$ cat src/rtl/pipe_stage_reg.sv
// Pipeline stage register with valid/ready handshake, synchronous flush and
// bubble masking. Define PIPE_STAGE_SKID_EN for a two-entry build with registered in_ready.
module pipe_stage_reg #(
  parameter int               WIDTH     = 8,
  parameter logic [WIDTH-1:0] RESET_VAL = {WIDTH{1'b0}},
  parameter logic [WIDTH-1:0] KILL_MASK = {WIDTH{1'b1}}
) (
  input  logic             clk,
  input  logic             reset,
  input  logic             in_valid,
  output logic             in_ready,
  input  logic [WIDTH-1:0] in_data,
  output logic             out_valid,
  input  logic             out_ready,
  output logic [WIDTH-1:0] out_data,
  input  logic             flush,
  output logic [1:0]       occupancy
);

  logic             mainValid;
  logic [WIDTH-1:0] mainData;
  logic             accept;
  logic             deliver;

  assign deliver   = mainValid && out_ready;
  assign accept    = in_valid && in_ready;
  assign out_valid = mainValid;
  // Bubbles must never expose control bits such as RegWrite or MemWrite.
  assign out_data  = mainValid ? mainData : (mainData & ~KILL_MASK);

`ifdef PIPE_STAGE_SKID_EN
  logic             skidValid;
  logic [WIDTH-1:0] skidData;

  // in_ready depends only on state, so out_ready has no path to it.
  assign in_ready  = !skidValid;
  assign occupancy = {1'b0, mainValid} + {1'b0, skidValid};

  always_ff @(posedge clk or posedge reset) begin
    if (reset) begin
      mainValid <= 1'b0;
      skidValid <= 1'b0;
      mainData  <= RESET_VAL;
      skidData  <= RESET_VAL;
    end else if (flush) begin
      mainValid <= 1'b0;
      skidValid <= 1'b0;
      mainData  <= RESET_VAL;
      skidData  <= RESET_VAL;
    end else if (accept) begin
      // skid is empty whenever accept is possible
      if (!mainValid || out_ready) begin
        mainData  <= in_data;
        mainValid <= 1'b1;
      end else begin
        skidData  <= in_data;
        skidValid <= 1'b1;
      end
    end else if (deliver) begin
      if (skidValid) begin
        mainData  <= skidData;
        skidValid <= 1'b0;
      end else begin
        mainValid <= 1'b0;
      end
    end
  end
`else
  assign in_ready  = !mainValid || out_ready;
  assign occupancy = {1'b0, mainValid};

  always_ff @(posedge clk or posedge reset) begin
    if (reset) begin
      mainValid <= 1'b0;
      mainData  <= RESET_VAL;
    end else if (flush) begin
      mainValid <= 1'b0;
      mainData  <= RESET_VAL;
    end else if (accept) begin
      mainData  <= in_data;
      mainValid <= 1'b1;
    end else if (deliver) begin
      mainValid <= 1'b0;
    end
  end
`endif

endmodule

$ cat config.mk
export PLATFORM = sky130hd
export DESIGN_NAME = pipe_stage_reg
export DESIGN_NICKNAME = d
export VERILOG_FILES = /design/src/rtl/pipe_stage_reg.sv
export SDC_FILE = /design/constraint.sdc
export NUM_CORES = 1
export LEC_CHECK = 0
export ABC_CLOCK_PERIOD_IN_PS = 1450
export CAP_MARGIN = 20
export CORE_MARGIN = 1
export CORE_UTILIZATION = 39
export DETAILED_ROUTE_END_ITERATION = 6
export GPL_TIMING_DRIVEN = 0
export PLACE_DENSITY = 0.79
export SYNTH_ARGS = -nofsm -noshare
export SYNTH_HDL_FRONTEND = slang
export SYNTH_SLANG_ARGS = --single-unit
$ cat constraint.sdc
create_clock -name clk -period 1.45 [get_ports clk]
set_clock_uncertainty 0.1 [all_clocks]
set_input_delay 0.3625 -clock clk [delete_from_list [all_inputs] [get_ports clk]]
set_output_delay 0.3625 -clock clk [all_outputs]
set_load 0.03 [all_outputs]
==> summary.md, run 1 <==
| Metric | Value |
|---|---|
| CTS buffer count | `3` |
| Final instance area | `832 um2` |
| Peak supply drop | `457 uV` |
| # rows | `13` |
| Port Buffer Count | `21` |
| Status | `finished, violations left` |
| DP Area | `773 um2` |
| Top-count cell post-synth | `dfrtp_1` |
| Layout cells sized above 1 | `48.1%` |
| Starting Density | `41.8%` |
| Area contributors post-synth | `dfrtp_1, a21bo_1, a21oi_2` |
| Synth Register Bits | `9` |
| Initial antenna violation count | `0` |
| Detailed-route wire length | `1.17 mm` |
| WL per Instance | `12.4 um` |
| # Max-Cap Violations | `0` |
| Die area | `0.00155 mm2` |
| Multi-input gate area | `274 um2` |
| Hold WC Path Type | `in2async` |
| Worst-path clk slew | `0.07 ns` |
| Post-CTS Hold Fix Bufs | `0` |
| CP startpoint kind | `flop` |
| Final GP Congestion | `0.727` |
| Syn_nets | `66` |
| Yosys top cell by area | `dfrtp_1` |
| Netlist cell types | `14` |
| Largest net degree at the start of global routing | `18` |
| Post-synth EDFFs | `0` |
| Via Count | `462` |
| Worst Tran Pin Value | `0.608 ns` |
| Insertion delay to the later sink of the worst-skew pair | `0.26 ns` |
| Clk sink count | `9` |
| Diodes inserted | `0` |
| Crit-path max FO | `7` |
| Hold Vio Cnt, Final | `0` |
| Final net count | `93` |
| I/O pins | `25` |
| Critical Path RT | `0.99 ns` |
| Core area | `0.00130 mm2` |
| Chip Width | `39.4 um` |
| Clk root buf | `clkbuf_4` |
| Pre-Repair DR Iteration Count | `2` |
| Top cells by count, synth | `dfrtp_1, a21bo_1, a21oi_2, nand3_1` |
| Setup TNS | `-0.868 ns` |
| Slew Limit Fails | `0` |
| CTS Buffer Depth | `2` |
| Vias in the first global route | `437` |
| RSZ-0062 raised after global routing | `true` |
| H-tree levels | `1` |
| Fill count | `118` |
| Failing checks | `setup timing` |
| DRT antenna net count | `0` |
| Die H | `39.4 um` |
| Sequential cell area | `226 um2` |
| GR Overflow Total | `0` |
| Worst EP arrival | `1.12 ns` |
| Cells after Synth | `53` |
| CTS tree | `built` |
| WS Path Type | `reg2out` |
| Non-filler cells, final | `94` |
| Sequential area share after synthesis | `41.4%` |
| Min cycle time layout | `1.59 ns` |
| Synthesized area | `544 um2` |
| Syn avg cell area | `10.3 um2` |
| Worst slew margin | `59.5%` |
| Lkg Pwr | `0.387 nW` |
| Vias per inst | `4.91` |
| Max Fclk | `630 MHz` |
| Crit share post-route | `109%` |
| Power Density | `758 mW/mm2` |
| DR DRC count | `0` |
| Post-DP HPWL | `793 um` |
| Asr flop ratio synth | `100%` |
| Min setup slack post-route | `-0.137 ns` |
| Final Setup Violations | `11` |
| Most used flip-flop cell after synthesis | `dfrtp_1` |
| P&R area growth vs syn | `52.9%` |
| Ys Warns | `0` |
| Total track usage | `18.9%` |
| First-pass GRT wire length | `1.94 mm` |
| 1st-iter DRT viols | `6` |
| CP Capture Type | `primary output` |
| Synth top area share | `41.4%` |
| Placed insts | `89` |
| Hold slack | `0.269 ns` |
[worst paths after layout]
path	start	endpoint	slack, ns	cells after the start
max in group asynchronous	reset	out_valid	0.71	2
worst max-delay path	out_valid	out_data[6]	-0.14	3
worst min-delay path	reset	mainData[6]	0.27	2
min in group clk	in_valid	mainData[6]	0.40	3
worst min register to register	mainData[7]	mainData[7]	0.55	2
worst max register to register	out_valid	mainData[2]	0.11	5
[critical path, stage by stage (launching register included)]
cell and delay, ns:
dfrtp_2 0.45, buf_6 0.15, and2_4 0.13, buf_6 0.13
[per-layer routing]
metal  share of wire (%)  up-vias  track usage [%]
met4                   0        0             5.17
li1                    -      227                -
met5                   0        -                0
met3                 3.9        0             3.41
met1                  49      223             26.4
met2                  47       12             29.6
[report_power, final]
group | internal (W) | leakage [nW] | switching [W]
logic | 0.0000821 | 0.251 | 0.0000783
clock network | 0.000102 | 0.0177 | 0.0000943
registers | 0.000265 | 0.119 | 0.00000897
[cells in the final DEF (no fill, tap or decap)]
cell type	instances
dlygate4sd2_1	1
buf_6	12
and2_1	2
nand2b_4	1
buf_4	4
a21bo_1	8
clkdlybuf4s50_1	9
and2_4	3
clkbuf_1	1
a21oi_2	8
clkinv_2	1
conb_1	1
clkbuf_4	3
and2_2	3
buf_2	2
inv_1	2
dfrtp_1	8
nand3_1	8
a21oi_1	1
dfrtp_2	1
[metrics by stage]
stage	setup WS, ns	utilization, %	total power, W
final	-0.137	63.9	0.000631
after global routing	-0.179	63.9	0.000665
after CTS	-0.162	64.8	0.000644
after detailed placement	-0.880	59.4	0.000428
after global placement	-0.882	59.4	0.000426
after floorplan	0.00843	-	0.000368
[cell families after synthesis]
| group | Yosys count | share of synthesized area [%] |
|---|---|---|
| AO/OA/AOI/OAI | 17 | 28.5 |
| buffers and inverters | 9 | 10.8 |
| flip-flops | 9 | 41.4 |
| other | 1 | 0.689 |
| AND/OR/NAND/NOR | 17 | 18.6 |
[sequential cells by signal (all words and copies together) (netlist names)]
signal / count
mainData: 8
out_valid: 1
[repair_timing]
action | 4_1_cts | 5_1_grt
resized for setup | 86 | 0
setup endpoints to repair | 11 | 19
buffers inserted | 3 | 0
pin swaps | 1 | 0
[cell type report]
type                    count  share of cell area [%]
flip-flops and latches      9                    27.2
repair buffers             24                    29.5
clock buffers               3                    2.71
inverters                   2                   0.902
well taps                  15                    2.26
clock inverters             1                   0.602
plain buffers               5                    3.91
multi-input cells          35                    32.9
Note: power is estimated with default switching activity, not from simulation.
==> run 2, diff against run 1 <==
--- a/config.mk
+++ b/config.mk
@@ -7,7 +7,6 @@
 export LEC_CHECK = 0
 export ABC_CLOCK_PERIOD_IN_PS = 1450
 export CAP_MARGIN = 20
-export CORE_MARGIN = 1
 export CORE_UTILIZATION = 39
 export DETAILED_ROUTE_END_ITERATION = 6
 export GPL_TIMING_DRIVEN = 0
==> results of run 2 <==
Same layout as run 1: the final DEF is identical, and so are final timing and power.
==> variant 1, RTL diff (flow settings as in run 1) <==
Build with the macro `PIPE_STAGE_SKID_EN` defined.
--- a/src/rtl/pipe_stage_reg.sv
+++ b/src/rtl/pipe_stage_reg.sv
@@ -1,5 +1,7 @@
 // Pipeline stage register with valid/ready handshake, synchronous flush and
 // bubble masking. Define PIPE_STAGE_SKID_EN for a two-entry build with registered in_ready.
+`define PIPE_STAGE_SKID_EN
+
 module pipe_stage_reg #(
   parameter int               WIDTH     = 8,
   parameter logic [WIDTH-1:0] RESET_VAL = {WIDTH{1'b0}},
Behaviour: not the same (a bounded check fails within 4 cycles, from zero or initial values and one cycle with reset high).
==> variant 1 against run 1 <==
- the flow still finishes with violations (negative setup slack)
- highest routed layer is now met4
- combinational power grew 100%
- sequential share of layout area grew 3.3 points
- critical path type unchanged
- worst setup slack lost 77 ps
- routed wire length grew 120%
- hold slack gained 28 ps
- sequential cell count grew 9
- area after synthesis grew 74%
- cell area grew 78%
- utilization grew 1.8 points
- die area grew 69%
- total power grew 87%
- largest cell class is now multi-input gates
- via count grew 81%
- first-iteration DRC count grew to 4.2 times the old value
==> variant 1: results (changes against run 1) <==
- Outcome: finished, violations left (unchanged).
* Violated checks: negative setup slack (unchanged)
- The synthesized area divided by synthesized cell count came to 10.3 µm² (about the same).
* Routed metal-1 wire length: 1.10 mm (was 572 µm)
- The power dissipated in the clock network was 310 µW (was 196 µW).
- Post-layout net count: 143 (was 93)
* Uppermost layer routed: met4 (was met3)
- Clock tree buffer count of the final layout: 4 (was 3)
- Worst hold path class: in -> reg (was in -> async)
* Share of cell area taken by multi-input logic gates: 35.4% (was 32.9%)
- The worst-skew pair later-pin latency is 290 ps (was 260 ps).
- The routed length on met2 came to 1.33 mm (was 551 µm).
- Final number of setup-violating endpoints: 28 (was 11)
- Flip-flop and latch power: 549 µW (was 274 µW)
- The final cell count without fillers was 156 (was 94).
* Reported leakage power: 0.000642 µW (was 0.000387 µW)
- The number of distinct library cells after synthesis came to 23 (was 14).
- Setup WS pre-CTS: -579 ps (was -880 ps)
- Met3 wirelength from detailed routing: 64 µm (was 46 µm)
- Filler Cell Count: 160 (was 118)
- Post-synthesis sequential area ratio: 47.7% (was 41.4%)
- First-pass GRT wire length: 3.88 mm (was 1.94 mm)
- Share of cell area taken by muxes after synthesis: 8.48% (was 0%)
- The pin count of the biggest net entering global routing is 19 (was 18).
- The final worst-path setup slack was -214 ps (was -137 ps).
- Cell Area, Placed: 1210 µm² (was 773 µm²)
* Clock network area share: 2.45% (was 3.31%)
- Layout cell share with drive strength beyond 1: 43.0% (was 48.1%)
- The number of flip-flops and latches came to 18 (was 9).
- The via count of the first global-routing pass was 849 (was 437).
* Post-synth design cell area: 945 µm² (was 544 µm²)
- The complex-gate fraction of the synthesized area was 16.3% (was 28.5%).
- Total half-perimeter wirelength after legalization and detailed placement: 1.44 mm (was 793 µm)
- Clock edge transition at the registers on the reported setup and hold paths: 100 ps (was 70 ps)
- Relative area change from synthesis to final layout: 57.0% (was 52.9%)
- Fraction of met2 tracks used by global routing: 36.0% (was 29.6%)
- Non-clock buffer share of cell area: 26.3% (was 33.4%)
- Sum of negative setup slack: -3720 ps (was -868 ps)
* Synth cell count leaders: dfrtp_1 (18), and2_1 (14), nor2_1 (10) (was dfrtp_1 (9), a21bo_1 (8), a21oi_2 (8), nand3_1 (8))
- Worst EP arrival: 1200 ps (was 1120 ps)
* Final wirelength: 2.57 mm (was 1.17 mm)
- Sequential portion of the cell area: 30.5% (was 27.2%)
- The total power per unit cell area is 796 nW/µm² (was 758 nW/µm²).
* Worst-path fanout max: 5 (was 7)
## variant 1: cell types whose count changed in the layout (fill, tap and decap cells not counted), sizes merged, moves of 2 or more
cell	delta
a21bo	-8
a21oi	-7
a22oi	+2
a31oi	+6
and2	+7
buf	+8
dfrtp	+9
inv	+7
mux2i	+8
nand3	-8
nor2	+10
o32ai	+8
## variant 1: what timing repair did
action,CTS,global route
resized for setup,98,16
buffers inserted,6,3
hold buffers,0,0
pin swaps,7,3
gates cloned,1,0
setup endpoints to repair,12,28
## variant 1: path summary, 6_finish.rpt
path	start	end	slack, ps	cells past startpoint
worst min register to register	skidData[6]	skidData[6]	430	2
max in group asynchronous	reset	out_valid	390	2
worst max-delay path	out_valid	occupancy[0]	-210	2
worst max register to register	out_valid	mainData[3]	-120	5
min in group asynchronous	reset	mainData[7]	370	2
worst min-delay path	flush	mainData[5]	300	2
## variant 1: worst max-delay path, cell delays in order (launching register included)
cell	delay, ps
dfrtp_2	490
ha_4	300
buf_6	130
==> variant 2, RTL diff (settings of run 1) <==
Made on the original files. The parameter `WIDTH` goes from 8 to 9.
--- a/src/rtl/pipe_stage_reg.sv
+++ b/src/rtl/pipe_stage_reg.sv
@@ -1,7 +1,7 @@
 // Pipeline stage register with valid/ready handshake, synchronous flush and
 // bubble masking. Define PIPE_STAGE_SKID_EN for a two-entry build with registered in_ready.
 module pipe_stage_reg #(
-  parameter int               WIDTH     = 8,
+  parameter int               WIDTH     = 9,
   parameter logic [WIDTH-1:0] RESET_VAL = {WIDTH{1'b0}},
   parameter logic [WIDTH-1:0] KILL_MASK = {WIDTH{1'b1}}
 ) (
Ports: changed (resized in_data and out_data); port bits go from 25 to 27. No check against the original RTL was run, so the function may have changed too.
==> variant 2 against run 1 <==
- the run still ends with negative setup slack left
- worst setup slack worse by 27 ps
- routed wire length up 20%
- total power rose by 18%
- cell area increased by 11%
- area after synthesis grew 8.5%
- sequential share of layout area about the same
- combinational power up 11%
- sequential cell count increased by 1
- highest routed layer unchanged
==> variant 2: results (changes against run 1) <==
- Outcome: finished, violations left (unchanged).
* Violated checks: negative setup slack (unchanged)
* Skew-Pair Late Insertion Delay: 260 ps (about the same)
* Met3 track demand over resource in global routing: 4.89% (was 3.41%)
- The routability-driven placement congestion ratio is 0.676 (was 0.727).
- Reg-to-reg slack, setup: 80 ps (was 110 ps)
- The total half-perimeter wirelength after legalization and detailed placement is 918 µm (was 793 µm).
* Filler Cell Count: 103 (was 118)
- Detail-routed via count per cell: 4.87 (was 4.91)
- The routed wirelength normalized by instance count came to 13.7 µm (was 12.4 µm).
- Depth of the worst register-to-register path: 6 (was 5)
- The ratio of cells with drive above 1 in the final layout is 43.2% (was 48.1%).
- The number of distinct library cells after synthesis was 13 (was 14).
- Final number of setup-violating endpoints: 12 (was 11)
- The Yosys warning count came to 0 (unchanged).
* Antenna Diode Count: 0 (unchanged)
- The reg-to-reg startpoint is out_valid (unchanged).
* Iteration-0 DRC count of the detailed router: 11 (was 6)
* Worst supply voltage drop on vdd: 0.427 mV (was 0.457 mV)
- The total nets after synthesis came to 72 (was 66).
- First-pass GRT wire length: 2.06 mm (was 1.94 mm)
- The post-synthesis instance total is 58 (was 53).
* Fraction of met2 tracks used by global routing: 26.6% (was 29.6%)
- The flip-flop count of the largest register, all copies and words added was 9 (was 8).
* Reported leakage power: 0.000427 µW (was 0.000387 µW)
- The final cell count without fillers was 103 (was 94).
- Pin count of the biggest net entering global routing: 11 (was 18)
- The total instance count after detailed placement came to 96 (was 89).
- Worst-path fanout max: 2 (was 7)
- The share of synthesized flip-flops with an asynchronous set or reset came to 100% (unchanged).
- The destination of the worst register-to-register timing path is mainData[7] (was mainData[2]).
* Worst EP arrival: 1150 ps (was 1120 ps)
- Slack of the critical path: -163 ps (was -137 ps)
* Post-synthesis sequential area ratio: 42.4% (was 41.4%)
- Number of global-route vias before repair: 447 (was 437)
* Crit path max-delay cell type: clkdlybuf4s50_1 (was dfrtp_2)
- Clock edge transition at the registers on the reported setup and hold paths: around 80 ps
* Synth cell count leaders: dfrtp_1 (10), a21bo_1 (9), a21oi_2 (9), and2_1 (9), nand3_1 (9) (was dfrtp_1 (9), a21bo_1 (8), a21oi_2 (8), nand3_1 (8))
- The routing usage on met1 is 28.3% (was 26.4%).
- Port bufs: 23 (was 21)
* Ranking of synthesized cells by area: dfrtp_1 (42%), a21bo_1 (15%), a21oi_2 (13%), and2_1 (9.5%), nand3_1 (7.6%) (was dfrtp_1 (41%), a21bo_1 (15%), a21oi_2 (13%), nand3_1 (7.4%), and2_2 (5.5%))
* Largest delay share family, worst path: buffers and inverters (was flip-flops)
* Combined global-route utilization of all metal layers: 19.3% (was 18.9%)
- The relative max-transition margin was 56.5% (was 59.5%).
- Worst hold path class: in -> async (unchanged)
==> variant 2: worst max path at each step <==
| stage | slack (ps) | end | cells after the start | startpoint |
|---|---|---|---|---|
| global placement | -860 | in_ready | 4 | out_ready |
| floorplan | 20 | out_data[0] | 1 | out_valid |
| CTS | -160 | in_ready | 4 | out_valid |
| global route | -200 | in_ready | 4 | out_valid |
| finish | -160 | in_ready | 4 | out_ready |
| detailed placement | -860 | in_ready | 4 | out_ready |
==> variant 2: kinds of logic (layout without fill, tap and decap cells) <==
logic type / Yosys count / after routing / synth area share (%)
simple gates: 19 / 19 / 18.6
compound gates: 19 / 19 / 29.4
other cells: 1 / 1 / 0.635
flops: 10 / 10 / 42.4
buf+inv: 9 / 39 / 8.90
==> variant 2: layout make-up <==
class	instances	area share, %
Buffer	6	4.33
Clock buffer	4	3.92
Inverter	2	0.812
Multi-Input combinational cell	39	32.2
Sequential cell	10	27.2
Tap cell	15	2.03
Timing Repair Buffer	27	29.5
==> variant 2: report_power, final <==
part,internal [µW],switching (µW),total (µW)
registers,295,10.6,305
logic,90.5,86.6,177
clock network,152,110,263
total,537,207,745
==> variant 2: metrics by stage <==
stage               setup slack, ps  setup TNS, ps  hold slack, ps  instance area (µm²)  total power, µW
detailed placement             -858          -6150             532                  840              471
CTS                            -163          -1060             279                  923              746
global route                   -195          -1510             337                  925              774
finish                         -163          -1110             267                  925              745
floorplan                      19.5              0             103                  591              404
global placement               -863          -6130             527                  840              468
==> variant 2: metal layers <==
layer / vias to the layer above / part of all wire [%]
li1: 252 / -
met1: 235 / 48
met2: 15 / 47
met3: 0 / 5.3
met4: 0 / 0
met5: - / 0
==> variant 2: what timing repair did <==
| item | in CTS | in global routing |
|---|---|---|
| pin swaps | 0 | 5 |
| hold buffers | 0 | 0 |
| setup buffers | 3 | 2 |
| gates cloned | 0 | 0 |
| endpoints found under the setup margin | 12 | 14 |
| resized for setup | 89 | 2 |
